File: src/rtl/seg7_pkg.sv
// rtl/seg7_pkg.sv - shared constants and helpers for the 7-segment scan driver
package seg7_pkg;

    localparam int SEG_DP_BIT = 7;

    localparam logic [6:0] SEG_BLANK = 7'h00;

    // Entry n is the {g,f,e,d,c,b,a} pattern for nibble n.
    localparam logic [15:0][6:0] SEG_CODE_TBL = {
        7'h71, 7'h79, 7'h5E, 7'h39, 7'h7C, 7'h77, 7'h6F, 7'h7F,
        7'h07, 7'h7D, 7'h6D, 7'h66, 7'h4F, 7'h5B, 7'h06, 7'h3F
    };

    function automatic int idx_width(input int n);
        return (n <= 1) ? 1 : $clog2(n);
    endfunction

endpackage

File: src/rtl/seg7_decode.sv
// rtl/seg7_decode.sv - nibble to active-high segment pattern
module seg7_decode
    import seg7_pkg::*;
(
    input  logic [3:0] nibble_i,
    input  logic       hex_mode_i,
    input  logic       dp_i,
    output logic [7:0] code_o
);

    always_comb begin
        code_o = {1'b0, SEG_CODE_TBL[nibble_i]};
        if (!hex_mode_i && (nibble_i > 4'd9)) begin
            code_o[6:0] = SEG_BLANK;
        end
        code_o[SEG_DP_BIT] = dp_i;
    end

endmodule

File: src/rtl/seg7_scan_driver.sv
// rtl/seg7_scan_driver.sv - time-multiplexed 7-segment scanner with tear-free frame commit
module seg7_scan_driver
    import seg7_pkg::*;
#(
    parameter int NUM_DIGITS     = 4,
    parameter int CLK_DIV        = 50000,
    parameter int BLANK_CYC      = 500,
    parameter int HEX_MODE       = 0,
    parameter int SEG_ACTIVE_LOW = 0,
    parameter int DIG_ACTIVE_LOW = 1
) (
    input  logic                    clk,
    input  logic                    rst,
    input  logic [4*NUM_DIGITS-1:0] value_in,
    input  logic [NUM_DIGITS-1:0]   dp_in,
    input  logic                    lz_en,
    input  logic                    load,
    output logic [7:0]              seg_out,
    output logic [NUM_DIGITS-1:0]   dig_sel,
    output logic                    frame_done
);

    localparam int DW = idx_width(CLK_DIV);
    localparam int IW = idx_width(NUM_DIGITS);
    localparam int VW = 4 * NUM_DIGITS;
    localparam logic [DW-1:0] DIV_LAST  = DW'(CLK_DIV - 1);
    localparam logic [DW-1:0] BLANK_LIM = DW'(BLANK_CYC);
    localparam logic [IW-1:0] IDX_LAST  = IW'(NUM_DIGITS - 1);
    localparam logic [7:0]    SEG_OFF   = (SEG_ACTIVE_LOW != 0) ? 8'hFF : 8'h00;
    localparam logic [NUM_DIGITS-1:0] DIG_OFF = (DIG_ACTIVE_LOW != 0) ? '1 : '0;

    logic [DW-1:0]         div_q, div_d;
    logic [IW-1:0]         idx_q, idx_d;
    logic [VW-1:0]         sh_val_q, sh_val_d, act_val_q, act_val_d;
    logic [NUM_DIGITS-1:0] sh_dp_q, sh_dp_d, act_dp_q, act_dp_d;
    logic                  sh_lz_q, sh_lz_d, act_lz_q, act_lz_d;
    logic                  pend_q, pend_d;
    logic [7:0]            seg_q, seg_d;
    logic [NUM_DIGITS-1:0] dig_q, dig_d;

    logic                  slot_end, frame_wrap, suppress, blank;
    logic [VW-1:0]         upper;
    logic [7:0]            code, seg_raw;
    logic [NUM_DIGITS-1:0] onehot;

    assign slot_end   = (div_q == DIV_LAST);
    assign frame_wrap = slot_end && (idx_q == IDX_LAST);
    assign frame_done = frame_wrap;

    // Digit idx is a leading zero when it and every more-significant nibble are zero.
    assign upper    = act_val_q >> {idx_q, 2'b00};
    assign suppress = act_lz_q && (idx_q != '0) && (upper == '0);
    assign blank    = (div_q < BLANK_LIM);
    assign onehot   = NUM_DIGITS'(1) << idx_q;

    seg7_decode u_decode (
        .nibble_i   (upper[3:0]),
        .hex_mode_i (HEX_MODE != 0),
        .dp_i       (act_dp_q[idx_q]),
        .code_o     (code)
    );

    assign seg_raw = suppress ? {code[SEG_DP_BIT], SEG_BLANK} : code;

    always_comb begin
        div_d     = slot_end ? '0 : div_q + 1'b1;
        idx_d     = idx_q;
        sh_val_d  = sh_val_q;
        sh_dp_d   = sh_dp_q;
        sh_lz_d   = sh_lz_q;
        pend_d    = pend_q;
        act_val_d = act_val_q;
        act_dp_d  = act_dp_q;
        act_lz_d  = act_lz_q;
        if (slot_end) begin
            idx_d = (idx_q == IDX_LAST) ? '0 : idx_q + 1'b1;
        end
        // Commit uses the shadow as it stood before this cycle, so a load
        // landing on the wrap cycle waits for the following wrap.
        if (frame_wrap && pend_q) begin
            act_val_d = sh_val_q;
            act_dp_d  = sh_dp_q;
            act_lz_d  = sh_lz_q;
            pend_d    = 1'b0;
        end
        if (load) begin
            sh_val_d = value_in;
            sh_dp_d  = dp_in;
            sh_lz_d  = lz_en;
            pend_d   = 1'b1;
        end
        seg_d = blank ? SEG_OFF : (seg_raw ^ SEG_OFF);
        dig_d = blank ? DIG_OFF : (onehot ^ DIG_OFF);
    end

    always_ff @(posedge clk) begin
        if (rst) begin
            div_q     <= '0;
            idx_q     <= '0;
            sh_val_q  <= '0;
            sh_dp_q   <= '0;
            sh_lz_q   <= 1'b0;
            pend_q    <= 1'b0;
            act_val_q <= '0;
            act_dp_q  <= '0;
            act_lz_q  <= 1'b0;
            seg_q     <= SEG_OFF;
            dig_q     <= DIG_OFF;
        end else begin
            div_q     <= div_d;
            idx_q     <= idx_d;
            sh_val_q  <= sh_val_d;
            sh_dp_q   <= sh_dp_d;
            sh_lz_q   <= sh_lz_d;
            pend_q    <= pend_d;
            act_val_q <= act_val_d;
            act_dp_q  <= act_dp_d;
            act_lz_q  <= act_lz_d;
            seg_q     <= seg_d;
            dig_q     <= dig_d;
        end
    end

    assign seg_out = seg_q;
    assign dig_sel = dig_q;

endmodule

File: config.mk
export PLATFORM = sky130hd
export DESIGN_NAME = seg7_scan_driver
export DESIGN_NICKNAME = d
export VERILOG_FILES = /design/src/rtl/seg7_pkg.sv /design/src/rtl/seg7_decode.sv /design/src/rtl/seg7_scan_driver.sv
export SDC_FILE = /design/constraint.sdc
export NUM_CORES = 1
export LEC_CHECK = 0
export BUFFER_PORTS_ARGS = -buffer_cell sky130_fd_sc_hd__clkbuf_2
export CELL_PAD_IN_SITES_DETAIL_PLACEMENT = 0
export CELL_PAD_IN_SITES_GLOBAL_PLACEMENT = 1
export CORE_AREA = 2 2 92 94
export DETAILED_ROUTE_END_ITERATION = 12
export DIE_AREA = 0 0 94 96
export PLACE_DENSITY = 0.78
export SLEW_MARGIN = 20
export SYNTH_ARGS = -nofsm -noshare
export SYNTH_HDL_FRONTEND = slang
export SYNTH_SLANG_ARGS = --single-unit
File: constraint.sdc
create_clock -name clk -period 2.28 [get_ports clk]
set_input_delay 0.342 -clock clk [delete_from_list [all_inputs] [get_ports clk]]
set_output_delay 0.342 -clock clk [all_outputs]
set_load 0.01 [all_outputs]
==> results by group <==
Layout
  • Area grow syn2layout: 18.4%
  • Non-Filler Instances: 487
  • Ratio of cells with drive above 1 in the final layout: 0.194
  • Multi-input gate area: 1510 µm²
  • Antenna Diode Count: 0
  • Design area: 3670 µm²
  • Layout fillers: 812
  • Nets: 413
  • Storage element area: 1460 µm²

Yosys
  • Synthesis warning total: 0
  • Largest family of logic cells by synthesized area: simple AND/OR/NAND/NOR gates
  • Synthesized Nets: 374
  • Netlist cell types: 41
  • Asr flop ratio synth: 0
  • Synth Area in Simple Gates: 0.209
  • Top-count cell post-synth: dfxtp_1
  • Synth Area in XOR/XNOR: 0.0396
  • Synth Area per Inst: 9.17 µm²
  • #FFs+latches synth: 73
  • Primary FF master, synth: dfxtp_1
  • Post-Synth Adder-Cell Area: 0.0484
  • Mux share of post-synthesis cell area: 0.111
  • Top cells by area, synth: dfxtp_1, mux2i_1, nand2_1
  • Synth top cells by count: dfxtp_1, nand2_1, nor2_1, a21oi_1, mux2i_1
  • Post-synthesis sequential area ratio: 0.472
  • Post-synthesis compound-gate area fraction: 0.0791
  • Synth top area share: 0.472
  • Post-synth EDFFs: 0
  • Yosys top cell by area: dfxtp_1
  • Cells after synthesis: 338
  • Netlist Area Pre-Place: 3100 µm²

Clocking
  • CTS Sinks: 73
  • Cts bufs inserted: 9
  • CTS tree: built
  • CTS Buffer Depth: 2
  • H-Tree Level Count: 3
  • Later-pin clock latency in the skew report: 350 ps
  • Clk pin slew, worst setup/hold paths: 80 ps
  • Clk root buf: clkbuf_8

Status
  • Status: complete, no violations

Power and ir drop
  • Pwr dens: 756 nW/µm²
  • Peak supply drop: 404 µV
  • Leakage Power: 1.50 nW
  • Total power: 2.78 mW

Die
  • Initial Utilization: 0.385
  • Die X: 94 µm
  • Die height: 96 µm
  • Core footprint: 8050 µm²
  • Cell Rows: 33
  • Total Die Area: 9020 µm²
  • I/O pin cnt: 37

Critical path
  • R2r worst-path depth: 8
  • RR Startpoint: idx_q[0]
  • Worst setup SP type: flip-flop
  • CP Data Required Time: 2530 ps
  • Crit path DAT: 2320 ps
  • Flop-to-flop setup slack: 210 ps
  • CP startpoint: idx_q[0]
  • Critical path type: reg2reg
  • CP endpoint: seg_out[5]
  • R2r endpoint: seg_out[5]
  • CP endpoint kind: flip-flop
  • Maximum fanout along the worst path: 7

Placed design
  • Post-place setup slack: 102 ps
  • Area after DPL: 3380 µm²
  • Gpl congestion: 0.798
  • Dpl hpwl: 4170 µm
  • Port buffer count: 36
  • Dpl cells: 469

Timing
  • Setup violators final: 0
  • Setup ws final: 211 ps
  • Highest Clock Rate: 483 MHz
  • Tmin final: 2070 ps
  • Slew margin rel.: 0.526
  • Period utilization: 0.907
  • Hold Vio Cnt, Final: 0
  • Worst Skew: 8.53 ps
  • RSZ-0062 raised after global routing: no
  • Worst-Margin Slew: 710 ps
  • Setup TNS: 0 ps
  • Final Max Tran Viols: 0

Routing
  • DRT Wirelength: 6050 µm
  • DR vias/cell: 4.84
  • Drt drc: 0
  • ANT nets after route: 0
  • DR pass1 iterations: 4
  • Starting DRC count in detailed routing: 60
  • Wire length per cell: 12.4 µm
  • Routed via count: 2355

Worst hold path
  • Hold crit path type: in2reg

Global routing
  • Vias in the first global route: 2291
  • Largest net degree at the start of global routing: 48
  • Gr ovfl total: 0
  • First-pass GRT wire length: 10600 µm
  • All-layer global routing usage: 0.150
  • Initial antenna violation count: 0

Run
  • Max cap viols: 0
sequential cells by signal, summed over array words and instances, names as in the netlist:
register and cells:
pend_q 1, act_dp_q 4, seg_out 8, sh_lz_q 1
dig_sel 4, sh_dp_q 4, sh_val_q 16, act_lz_q 1
act_val_q 16, div_q 16, idx_q 2
layout by cell type, fill, tap and decap left out, types with 3 or more instances in the layout:
cell | netlist | routed
a21oi_1 | 29 | 29
buf_4 | 1 | 10
bufinv_16 | 0 | 4
clkbuf_2 | 0 | 36
clkbuf_8 | 0 | 10
dfxtp_1 | 73 | 72
ha_1 | 12 | 12
inv_1 | 10 | 9
mux2i_1 | 23 | 23
mux4_2 | 5 | 5
nand2_1 | 54 | 54
nand3_1 | 9 | 9
nand4_1 | 3 | 3
nor2_1 | 49 | 49
o21ai_0 | 3 | 3
or4_1 | 4 | 4
xnor2_1 | 5 | 5
xor2_1 | 9 | 9
worst max-delay path, cell delays in order, from the launching register on:
cell      delay, ps
dfxtp_2         380
mux4_2          580
inv_2           120
ha_1            190
nor2_1           60
o21ai_1         110
o211ai_1        100
buf_4           180
a311oi_1        240
final cells by class:
| cell class | instances | share of cell area |
|---|---|---|
| sequential | 73 | 0.399 |
| clock buffer | 10 | 0.0375 |
| tap | 105 | 0.0358 |
| clock inverter | 6 | 0.0375 |
| timing repair buffer | 46 | 0.0696 |
| inverter | 10 | 0.0102 |
| multi-input combinational | 237 | 0.411 |
cells by family (layout without fill, tap and decap cells):
group | count (synthesis) | after routing
DFF | 73 | 73
muxes | 28 | 28
and+or+nand+nor | 140 | 140
xor gates and xnor gates | 14 | 14
adders and majority gates | 12 | 12
buffers and inverters | 28 | 72
AOI/OAI and AO/OA | 43 | 43
per-layer routing:
layer | track usage | part of all wire
met5 | 0 | 0
met4 | 0.0749 | 0.022
met3 | 0.0392 | 0.043
met2 | 0.228 | 0.44
met1 | 0.196 | 0.50
repair_timing:
item / 4_1_cts / 5_1_grt
gates resized for setup: 0 / 2
hold endpoints to repair: 0 / 0
hold buffers: 0 / 0
pin swaps: 1 / 0
setup buffers: 1 / 1
setup endpoints to repair: 1 / 3
power by group:
group | switching (mW) | internal, mW | leakage [nW]
registers | 0.0168 | 1.30 | 0.594
logic | 0.0457 | 0.0428 | 0.769
clock network | 0.496 | 0.873 | 0.137
stage by stage:
stage,utilization,hold WS [ps]
floorplan,-,430
global placement,0.420,444
detailed placement,0.420,444
CTS,0.455,213
global route,0.456,230
finish,0.456,225
worst min path at each step:
| stage | slack, ps | endpoint | from | cells past startpoint |
|---|---|---|---|---|
| global route | 230 | sh_val_q[9] | value_in[9] | 3 |
| finish | 220 | sh_val_q[12] | value_in[12] | 3 |
| floorplan | 430 | div_q[0] | div_q[0] | 1 |
| CTS | 210 | sh_val_q[4] | value_in[4] | 3 |
| global placement | 440 | act_dp_q[0] | act_dp_q[0] | 2 |
| detailed placement | 440 | act_lz_q | act_lz_q | 2 |
Note: power is estimated with default switching activity, not from simulation.
